### src/rtl/gpr_wb_ctrl_if.sv
// ---------------------------------------------------------------------------
// gpr_wb_ctrl_if
// Bundle of everything that flows between the write-back controller and its
// neighbours: the ALU result path, the mul/div valid/ready path, the
// register-file write port and the status outputs seen by decode.
//
//   alu_valid/alu_rd/alu_data/alu_ovf   ALU result, always accepted
//   md_valid/md_ready/md_rd/md_data     mul/div result handshake
//   rw/busW/Reg_Wr/Reg_Dst              register-file write port
//   pend_mask                           per-register queued mul/div writes
//   hold_alu                            one-cycle ALU freeze request
//   proto_err                           sticky: ALU result offered during hold
//
// The slave modport is the controller's view; the master modport is the view
// of whatever drives the result paths and consumes the write port.
// ---------------------------------------------------------------------------
interface gpr_wb_ctrl_if;
    logic        alu_valid;
    logic [4:0]  alu_rd;
    logic [31:0] alu_data;
    logic        alu_ovf;
    logic        md_valid;
    logic        md_ready;
    logic [4:0]  md_rd;
    logic [31:0] md_data;
    logic [4:0]  rw;
    logic [31:0] busW;
    logic        Reg_Wr;
    logic [1:0]  Reg_Dst;
    logic [31:0] pend_mask;
    logic        hold_alu;
    logic        proto_err;

    modport slave (
        input  alu_valid, alu_rd, alu_data, alu_ovf,
        input  md_valid, md_rd, md_data,
        output md_ready,
        output rw, busW, Reg_Wr, Reg_Dst,
        output pend_mask, hold_alu, proto_err
    );

    modport master (
        output alu_valid, alu_rd, alu_data, alu_ovf,
        output md_valid, md_rd, md_data,
        input  md_ready,
        input  rw, busW, Reg_Wr, Reg_Dst,
        input  pend_mask, hold_alu, proto_err
    );
endinterface

### src/rtl/gpr_wb_ctrl.sv
// ---------------------------------------------------------------------------
// gpr_wb_ctrl
// Write-back controller for the 32x32 register file. Merges the single-cycle
// ALU result and the buffered multi-cycle mul/div result into one registered
// write port, tracks which registers still have a queued mul/div write, and
// forces the ALU to yield when the mul/div queue has been starved too long.
//
// Ports:
//   clk   in   rising-edge clock
//   rst   in   asynchronous, active-high reset
//   wb    ifc  gpr_wb_ctrl_if.slave (result paths, write port, status)
//
// Parameters:
//   DEPTH       mul/div FIFO entries (power of 2, >= 2)
//   STARVE_LIM  lost cycles tolerated before hold_alu is raised
// ---------------------------------------------------------------------------
module gpr_wb_ctrl #(
    parameter int DEPTH      = 4,
    parameter int STARVE_LIM = 8
) (
    input  logic         clk,
    input  logic         rst,
    gpr_wb_ctrl_if.slave wb
);

    localparam int AW = $clog2(DEPTH);
    localparam int CW = $clog2(STARVE_LIM + 1);
    localparam logic [CW-1:0] LIM = CW'(STARVE_LIM);

    typedef enum logic [1:0] {
        SRC_NONE,
        SRC_ALU,
        SRC_OVF,
        SRC_FIFO
    } src_t;

    logic [4:0]    r_fifoRd   [DEPTH];
    logic [31:0]   r_fifoData [DEPTH];
    logic [AW:0]   r_wrPtr;
    logic [AW:0]   r_rdPtr;
    logic [31:0]   r_pendMask;
    logic [CW-1:0] r_starveCnt;
    logic          r_holdAlu;
    logic          r_protoErr;
    logic [4:0]    r_rw;
    logic [31:0]   r_busW;
    logic          r_regWr;
    logic [1:0]    r_regDst;

    logic          w_empty;
    logic          w_full;
    logic          w_mdReady;
    logic          w_push;
    logic          w_pop;
    src_t          w_src;
    logic [CW-1:0] w_starveNext;
    logic [31:0]   w_pushMask;
    logic [31:0]   w_popMask;
    logic [4:0]    w_headRd;
    logic [31:0]   w_headData;

    // The extra pointer bit separates full (MSBs differ) from empty (equal).
    // A duplicate destination is refused so writes to one register stay in
    // order; a pop in the same cycle never frees a slot for the push.
    // rd=0 completes the handshake but is never stored.
    assign w_empty    = (r_wrPtr == r_rdPtr);
    assign w_full     = (r_wrPtr[AW] != r_rdPtr[AW]) &&
                        (r_wrPtr[AW-1:0] == r_rdPtr[AW-1:0]);
    assign w_mdReady  = ~rst & ~w_full & ~r_pendMask[wb.md_rd];
    assign w_push     = wb.md_valid & w_mdReady & (wb.md_rd != 5'd0);
    assign w_headRd   = r_fifoRd[r_rdPtr[AW-1:0]];
    assign w_headData = r_fifoData[r_rdPtr[AW-1:0]];

    // Pick this cycle's write source. A forced hold gives the FIFO head the
    // port no matter what the ALU does. An ALU write to r0 without overflow
    // still owns the cycle, so the FIFO waits even though nothing is written.
    always_comb begin
        w_src = SRC_NONE;
        if (r_holdAlu) begin
            if (!w_empty) begin
                w_src = SRC_FIFO;
            end
        end else if (wb.alu_valid) begin
            if (wb.alu_ovf) begin
                w_src = SRC_OVF;
            end else if (wb.alu_rd != 5'd0) begin
                w_src = SRC_ALU;
            end
        end else if (!w_empty) begin
            w_src = SRC_FIFO;
        end
    end

    assign w_pop      = (w_src == SRC_FIFO);
    assign w_pushMask = w_push ? (32'd1 << wb.md_rd) : 32'd0;
    assign w_popMask  = w_pop  ? (32'd1 << w_headRd) : 32'd0;

    // Count consecutive cycles in which a waiting FIFO head is passed over.
    // The count saturates at the limit and clears on any pop or when empty.
    always_comb begin
        w_starveNext = r_starveCnt;
        if (w_empty || w_pop) begin
            w_starveNext = '0;
        end else if (r_starveCnt != LIM) begin
            w_starveNext = r_starveCnt + CW'(1);
        end
    end

    // FIFO payload storage needs no reset; only the pointers give it meaning.
    always_ff @(posedge clk) begin
        if (w_push) begin
            r_fifoRd[r_wrPtr[AW-1:0]]   <= wb.md_rd;
            r_fifoData[r_wrPtr[AW-1:0]] <= wb.md_data;
        end
    end

    // Queue bookkeeping. hold_alu is raised on the edge where the counter
    // reaches the limit; the forced pop that follows clears the counter, so
    // hold_alu lasts exactly one cycle. proto_err latches any ALU result
    // offered while the ALU was told to hold.
    always_ff @(posedge clk or posedge rst) begin
        if (rst) begin
            r_wrPtr     <= '0;
            r_rdPtr     <= '0;
            r_pendMask  <= '0;
            r_starveCnt <= '0;
            r_holdAlu   <= 1'b0;
            r_protoErr  <= 1'b0;
        end else begin
            if (w_push) begin
                r_wrPtr <= r_wrPtr + (AW+1)'(1);
            end
            if (w_pop) begin
                r_rdPtr <= r_rdPtr + (AW+1)'(1);
            end
            r_pendMask  <= (r_pendMask & ~w_popMask) | w_pushMask;
            r_starveCnt <= w_starveNext;
            r_holdAlu   <= (w_starveNext == LIM);
            if (r_holdAlu && wb.alu_valid) begin
                r_protoErr <= 1'b1;
            end
        end
    end

    // Registered write port. Address, data and destination type keep their
    // last value on idle cycles; only the enable drops.
    always_ff @(posedge clk or posedge rst) begin
        if (rst) begin
            r_rw     <= '0;
            r_busW   <= '0;
            r_regWr  <= 1'b0;
            r_regDst <= 2'b00;
        end else begin
            r_regWr <= (w_src != SRC_NONE);
            case (w_src)
                SRC_ALU: begin
                    r_rw     <= wb.alu_rd;
                    r_busW   <= wb.alu_data;
                    r_regDst <= 2'b00;
                end
                SRC_OVF: begin
                    r_rw     <= 5'd0;
                    r_busW   <= 32'd0;
                    r_regDst <= 2'b11;
                end
                SRC_FIFO: begin
                    r_rw     <= w_headRd;
                    r_busW   <= w_headData;
                    r_regDst <= 2'b00;
                end
                default: begin
                end
            endcase
        end
    end

    assign wb.md_ready  = w_mdReady;
    assign wb.rw        = r_rw;
    assign wb.busW      = r_busW;
    assign wb.Reg_Wr    = r_regWr;
    assign wb.Reg_Dst   = r_regDst;
    assign wb.pend_mask = r_pendMask;
    assign wb.hold_alu  = r_holdAlu;
    assign wb.proto_err = r_protoErr;

endmodule

### src/flat_wrapper.sv
// flat-port wrapper written by rule: the top's interface ports become plain ports
module gpr_wb_ctrl_flat 
#(
    parameter int DEPTH      = 4,
    parameter int STARVE_LIM = 8
)
  (clk, rst, wb_alu_valid, wb_alu_rd, wb_alu_data, wb_alu_ovf, wb_md_valid, wb_md_rd, wb_md_data, wb_md_ready, wb_rw, wb_busW, wb_Reg_Wr, wb_Reg_Dst, wb_pend_mask, wb_hold_alu, wb_proto_err);
  gpr_wb_ctrl_if wb_i ();
  input  logic clk;
  input  logic rst;
  input wire logic [$bits(wb_i.alu_valid)-1:0] wb_alu_valid;
  input wire logic [$bits(wb_i.alu_rd)-1:0] wb_alu_rd;
  input wire logic [$bits(wb_i.alu_data)-1:0] wb_alu_data;
  input wire logic [$bits(wb_i.alu_ovf)-1:0] wb_alu_ovf;
  input wire logic [$bits(wb_i.md_valid)-1:0] wb_md_valid;
  input wire logic [$bits(wb_i.md_rd)-1:0] wb_md_rd;
  input wire logic [$bits(wb_i.md_data)-1:0] wb_md_data;
  output wire logic [$bits(wb_i.md_ready)-1:0] wb_md_ready;
  output wire logic [$bits(wb_i.rw)-1:0] wb_rw;
  output wire logic [$bits(wb_i.busW)-1:0] wb_busW;
  output wire logic [$bits(wb_i.Reg_Wr)-1:0] wb_Reg_Wr;
  output wire logic [$bits(wb_i.Reg_Dst)-1:0] wb_Reg_Dst;
  output wire logic [$bits(wb_i.pend_mask)-1:0] wb_pend_mask;
  output wire logic [$bits(wb_i.hold_alu)-1:0] wb_hold_alu;
  output wire logic [$bits(wb_i.proto_err)-1:0] wb_proto_err;
  assign wb_i.alu_valid = wb_alu_valid;
  assign wb_i.alu_rd = wb_alu_rd;
  assign wb_i.alu_data = wb_alu_data;
  assign wb_i.alu_ovf = wb_alu_ovf;
  assign wb_i.md_valid = wb_md_valid;
  assign wb_i.md_rd = wb_md_rd;
  assign wb_i.md_data = wb_md_data;
  assign wb_md_ready = wb_i.md_ready;
  assign wb_rw = wb_i.rw;
  assign wb_busW = wb_i.busW;
  assign wb_Reg_Wr = wb_i.Reg_Wr;
  assign wb_Reg_Dst = wb_i.Reg_Dst;
  assign wb_pend_mask = wb_i.pend_mask;
  assign wb_hold_alu = wb_i.hold_alu;
  assign wb_proto_err = wb_i.proto_err;
  gpr_wb_ctrl #(.DEPTH(DEPTH), .STARVE_LIM(STARVE_LIM)) u_core (.clk(clk), .rst(rst), .wb(wb_i));
endmodule
### config.mk
export PLATFORM = sky130hd
export DESIGN_NAME = gpr_wb_ctrl_flat
export DESIGN_NICKNAME = d
export VERILOG_FILES = /design/src/rtl/gpr_wb_ctrl_if.sv /design/src/rtl/gpr_wb_ctrl.sv /design/src/flat_wrapper.sv
export SDC_FILE = /design/constraint.sdc
export NUM_CORES = 1
export LEC_CHECK = 0
export CAP_MARGIN = 20
export CORE_MARGIN = 2
export CORE_UTILIZATION = 50
export CTS_CLUSTER_SIZE = 14
export DETAILED_ROUTE_END_ITERATION = 10
export GPL_ROUTABILITY_DRIVEN = 0
export GPL_TIMING_DRIVEN = 0
export PLACE_DENSITY = 0.75
export SYNTH_ARGS = -nofsm -noshare
export SYNTH_HDL_FRONTEND = slang
export SYNTH_SLANG_ARGS = --single-unit
export TNS_END_PERCENT = 50
### constraint.sdc
create_clock -name clk -period 5.36 [get_ports clk]
set_input_delay 1.34 -clock clk [delete_from_list [all_inputs] [get_ports clk]]
set_output_delay 1.34 -clock clk [all_outputs]
set_load 0.01 [all_outputs]
==> impl_metrics.yaml, run 1 <==
synth:
  synth_fp_nets: 691
  synth_edf_count: 148
  yosysWarnings: 0
  synth_seq_cells: 231
  syn_area_per_cell_sq_um: 15.89
  synth_top_flop_cell: "edfxtp_1"
  synth_cells: 605
  synthArstFlopShare: 0.3593
  ys_seq_area_frac: 0.6782
  synthDistinctLibCells: 50
  netlist_area_sq_mm: 0.009615
timing:
  tns_ns: 0
  clock.fmax_mhz: 191.3
  slew_headroom: 0.5223
  finClkSkew_ns: 0.01884
  worstMarginPinSlew_ns: 0.7142
  slew_viol_final: 0
  fin_crit_sh: 0.9755
  rsz0062_at_grt: "false"
  setup_slack_ns: 0.1316
  fin_crit_ns: 5.228
  hold_viol_final: 0
  setup_violations: 0
die:
  die_width_microns: 142.7
  core_area_sq_mm: 0.01877
  dieArea_sq_mm: 0.02036
  row_count: 50
  ioPinCount: 154
  start_util: 0.5123
  fp.dieH_microns: 142.7
route:
  first_pass_iters: 5
  drtAntennaViolNets: 0
  drc_errors: 0
  viasPerCell: 5.871
  vias: 6135
  route.detailed.wl_per_inst_microns: 22.10
  drtIter0Drc: 415
  drt-total-wl_mm: 23.09
cells_and_area:
  mostFrequentLayoutCells: "clkdlybuf4s50_1 (153), edfxtp_1 (148), dfrtp_1 (83), o21ai_0 (63), nand2_1 (51)"
  layout_commonest_cell: "clkdlybuf4s50_1"
  fin_nets: 878
  area_growth_pct: 29.81
  nFillCells: 1312
  final_util: 0.6651
  drive_gt1_frac: 0.1640
  diodes: 0
placement:
  post-place-ws_ns: -0.03675
  hpwl_mm: 15.85
  port_buffers: 153
worst_setup_path:
  endpoint_kind: "output port"
  start_kind: "input pin"
  cp.arrival_ns: 3.89
  crit_type: "input pin to output port"
  cp_max_fo: 10
  cp_data_required_time_ns: 4.02
global_routing:
  grt_pass1_vias: 6367
  grt_antenna_before_repair: 0
  grt_pass1_wl_mm: 35.60
  grt.overflow.total: 0
  grt_max_degree: 44
  grt_usage: 0.2295
power_and_ir_drop:
  p_leak_nw: 4.568
  powerDensity_mw_per_mm2: 536.8
  total_power_mw: 6.701
  ir_drop_uv: 336.8
clock_tree:
  clk_latency_ns: 0.52
  htreeDepth: 1
  cts_made_buffers: 25
  cts_tree: "yes"
  cts.clk_slew.worst_paths_ns: 0.06
  cts_root_buf: "clkbuf_16"
  numClockSinks: 231
  clock_path_buffers: 3
  cts.hold.buffers_added: 0
status:
  outcome: "completed"
flow_run:
  cap_violations: 0
worst_hold_path:
  hold_path.class: "register to register"
[report_power, final]
group          switching [mW]  leakage [nW]  internal (mW)
Clock                   0.702         0.417           1.06
Sequential              0.254          2.39           2.29
Combinational            1.17          1.76           1.22
Total                    2.13          4.57           4.57
[metal layers]
metal,vias to the layer above,track usage,part of all wire
li1,2718,-,-
met1,3109,0.3101,0.40
met2,266,0.3813,0.50
met3,42,0.04728,0.079
met4,0,0.06879,0.022
met5,-,0,0
[through the flow]
stage | cell area [sq um] | instances | hold slack, ns
6_report | 12480 | 1045 | 0.4643
5_1_grt | 12480 | 1045 | 0.4982
4_1_cts | 12470 | 1045 | 0.4667
3_5_place_dp | 11600 | 999 | 0.4513
3_3_place_gp | 11440 | 992 | 0.4438
2_1_floorplan | 9620 | 605 | 0.4932
[cell usage after synthesis, types with 2 or more instances]
cell type,n,area share
a21boi_0,2,0.0016
a21o_1,3,0.0023
a2bb2oi_1,36,0.033
a31oi_1,2,0.0013
and2_1,2,0.0013
buf_1,4,0.0016
buf_2,7,0.0036
buf_6,7,0.0082
clkbuf_1,20,0.0078
dfrtp_1,83,0.22
edfxtp_1,148,0.46
ha_1,7,0.0091
inv_1,15,0.0059
mux2_2,2,0.0023
mux2i_1,12,0.012
mux4_2,41,0.096
nand2_1,51,0.020
nand2b_1,6,0.0039
nand3_1,2,0.0010
nand3b_1,4,0.0031
nor2_1,13,0.0051
nor2b_1,7,0.0046
nor3_1,3,0.0016
o21a_1,2,0.0016
o21ai_0,63,0.033
o31ai_1,18,0.014
o31ai_2,8,0.010
o32ai_1,3,0.0027
or2_2,2,0.0013
or3b_2,2,0.0018
xnor2_1,6,0.0055
xor2_1,6,0.0055
[cell type report]
class / instances / area [sq um] / area share
Tap cell: 234 / 292.8 / 0.02346
Clock inverter: 17 / 183.9 / 0.01474
Sequential cell: 231 / 6521 / 0.5225
Clock buffer: 29 / 681.9 / 0.05463
Inverter: 15 / 58.81 / 0.004711
Multi-Input combinational cell: 319 / 2854 / 0.2286
Buffer: 40 / 232.7 / 0.01864
Timing Repair Buffer: 160 / 1657 / 0.1327
[final timing paths]
path / start / end / slack [ns] / depth (start not counted)
setup reg to reg: u_core.r_rdPtr[0]$_DFFE_PP0P_ / u_core.wb.busW[0]$_DFFE_PP0P_ / 2.39 / 8
max in group asynchronous: rst / u_core.wb.pend_mask[3]$_DFF_PP0_ / 3.43 / 3
min in group asynchronous: rst / u_core.r_wrPtr[0]$_DFFE_PP0P_ / 1.30 / 2
hold reg to reg: u_core.wb.proto_err$_DFFE_PP0P_ / u_core.wb.proto_err$_DFFE_PP0P_ / 0.46 / 1
setup / recovery: wb_md_rd[1] / wb_md_ready / 0.13 / 8
hold / removal: u_core.wb.proto_err$_DFFE_PP0P_ / u_core.wb.proto_err$_DFFE_PP0P_ / 0.46 / 1
[registers in the layout, summed over array words and instances (netlist names)]
name / count
u_core.wb.Reg_Wr: 1
u_core.wb.Reg_Dst: 1
u_core.r_fifoRd: 20
u_core.wb.hold_alu: 1
u_core.wb.rw: 5
u_core.r_rdPtr: 3
u_core.wb.pend_mask: 32
u_core.r_wrPtr: 3
u_core.wb.proto_err: 1
u_core.r_starveCnt: 4
u_core.r_fifoData: 128
u_core.wb.busW: 32
[cells by family (layout without fill, tap and decap cells)]
family,Yosys count,count (layout),share of synthesized area
buffers and inverters,55,261,0.02993
AO/OA/AOI/OAI,147,147,0.1098
flip-flops,231,231,0.6782
AND/OR/NAND/NOR,96,96,0.04724
multiplexers,57,57,0.1148
XOR/XNOR,12,12,0.01093
adder cells (fa/ha/maj),7,7,0.009108
[what timing repair did]
action | 4_1_cts | 5_1_grt
pin swaps | 0 | 0
resized for setup | 1 | 2
buffers inserted | 0 | 0
endpoints found under the setup margin | 1 | 1
[worst max-delay path, cell delays in order]
cell             delay (ns)
clkdlybuf4s50_1        0.60
buf_6                  0.17
buf_12                 0.14
mux2i_1                0.08
mux4_2                 0.50
a22oi_1                0.37
a21boi_0               0.17
clkdlybuf4s50_1        0.51
Note: power is estimated with default switching activity, not from simulation.
==> inputs of run 2 (changes only) <==
--- a/config.mk
+++ b/config.mk
@@ -6,6 +6,7 @@
 export NUM_CORES = 1
 export LEC_CHECK = 0
 export CAP_MARGIN = 20
+export CORE_ASPECT_RATIO = 1.1
 export CORE_MARGIN = 2
 export CORE_UTILIZATION = 50
 export CTS_CLUSTER_SIZE = 14
==> constraint.sdc (replaced) <==
create_clock -name clk -period 5.6 [get_ports clk]
set_input_delay 1.4 -clock clk [delete_from_list [all_inputs] [get_ports clk]]
set_output_delay 1.4 -clock clk [all_outputs]
set_load 0.1 [all_outputs]
==> impl_metrics.yaml, run 2 (synthesis results as in run 1) <==
cells_and_area:
  instances_no_fill: 1056
  area_growth_pct: 30.25
  layout_commonest_cell: "clkdlybuf4s50_1"
  fin_nets: 877
  mostFrequentLayoutCells: "clkdlybuf4s50_1 (152), edfxtp_1 (148), dfrtp_1 (83), o21ai_0 (63), nand2_1 (51)"
  largest_reg_flops: 128
  final_util: 0.6604
  drive_gt1_frac: 0.1557
  nFillCells: 1324
  diodes: 0
clock_tree:
  cts.hold.buffers_added: 0
  cts_root_buf: "clkbuf_16"
  clk_latency_ns: 0.52
  post_cts_buffers: 0
  htreeDepth: 1
  cts_made_buffers: 24
  numClockSinks: 231
  clock_path_buffers: 3
  cts.clk_slew.worst_paths_ns: 0.06
  cts_tree: "yes"
worst_hold_path:
  min_from: "u_core.wb.proto_err$_DFFE_PP0P_"
  hold_path.class: "register to register"
  hold-path-cell-count: 1
  whs_endpoint: "u_core.wb.proto_err$_DFFE_PP0P_"
flow_run:
  cap_violations: 0
timing:
  hold_viol_final: 0
  clock.fmax_mhz: 184.7
  slew_headroom: 0.2761
  slew_viol_final: 0
  setup_violations: 0
  fin_crit_sh: 0.9669
  rsz0062_at_grt: "false"
  fin_crit_ns: 5.415
  setup_slack_ns: 0.1851
  finClkSkew_ns: 0.01197
  worstMarginPinSlew_ns: 1.082
placement:
  dp_cells: 1012
  post-place-ws_ns: -0.3409
  port_buffers: 153
  hpwl_mm: 15.69
route:
  viasPerCell: 5.878
  drc_errors: 0
  drt-total-wl_mm: 23.26
  route.detailed.wl_per_inst_microns: 22.03
  vias: 6207
  first_pass_iters: 6
  drtIter0Drc: 414
  drtAntennaViolNets: 0
die:
  dieArea_sq_mm: 0.02036
  start_util: 0.5070
  row_count: 53
  core_area_sq_mm: 0.01897
  ioPinCount: 154
  die_width_microns: 136.2
  fp.dieH_microns: 149.4
worst_setup_path:
  r2r_cells: 9
  cp.arrival_ns: 4.01
  crit_type: "input pin to output port"
  start_kind: "input pin"
  endpoint_kind: "output port"
  reg2reg_to: "u_core.r_fifoData[2][16]$_DFFE_PP_"
  regToRegStartpoint: "u_core.r_rdPtr[0]$_DFFE_PP0P_"
  cp_max_fo: 10
  worst-r2r-setup-slack_ns: 2.55
  cp_data_required_time_ns: 4.20
global_routing:
  grt_pass1_wl_mm: 36.19
  grt_pass1_vias: 6471
  grt_max_degree: 52
  grt.overflow.total: 0
  grt_usage: 0.2343
  grt_antenna_before_repair: 0
status:
  outcome: "completed"
run 2: repair_timing:
| action | in CTS | in global routing |
|---|---|---|
| resized for setup | 1 | 2 |
| endpoints found under the setup margin | 1 | 1 |
| pin swaps | 0 | 0 |
run 2: area by class of cell:
cell class	count	area (sq um)	share of cell area
tap	247	309.0	0.02468
buffer	40	231.5	0.01848
inverter	15	58.81	0.004695
sequential	231	6521	0.5207
multi-input combinational	319	2841	0.2269
clock buffer	26	639.4	0.05105
timing repair buffer	160	1682	0.1343
clock inverter	18	241.5	0.01928
run 2: how the worst max path moves through the flow:
stage | start | endpoint | slack [ns] | depth (start not counted)
3_3_place_gp | wb_md_rd[0] | u_core.r_fifoData[2][16]$_DFFE_PP_ | -1.26 | 8
4_1_cts | wb_md_rd[0] | wb_md_ready | 0.01 | 6
2_1_floorplan | wb_md_rd[1] | wb_md_ready | 0.44 | 7
3_5_place_dp | wb_md_rd[3] | wb_md_ready | -0.34 | 7
6_report | wb_md_rd[0] | wb_md_ready | 0.19 | 6
5_1_grt | wb_md_rd[0] | wb_md_ready | 0.13 | 6
run 2: metrics by stage:
stage | instance area [sq um] | hold WS [ns] | setup TNS, ns
finish | 12520 | 0.4983 | 0
global placement | 11460 | 0.4380 | -167.64
global route | 12520 | 0.5140 | 0
detailed placement | 11650 | 0.4903 | -0.3409
CTS | 12530 | 0.5098 | 0
floorplan | 9620 | 0.4982 | 0
run 2: critical path, stage by stage:
cell	delay [ns]
clkdlybuf4s50_1	0.74
clkbuf_1	0.47
mux4_2	0.40
a211oi_2	0.44
a21boi_1	0.15
clkbuf_2	0.40
run 2: routing by layer:
| metal | wire length [microns] | GRT usage | up-vias |
|---|---|---|---|
| met5 | 0 | 0 | - |
| met2 | 11730 | 0.3980 | 277 |
| met3 | 1896 | 0.04878 | 40 |
| li1 | - | - | 2709 |
| met4 | 527 | 0.07135 | 0 |
| met1 | 9105 | 0.3057 | 3181 |
Power of run 2 is not shown: default switching activity piles up to over one toggle a cycle in this logic, so the estimate is an artifact.
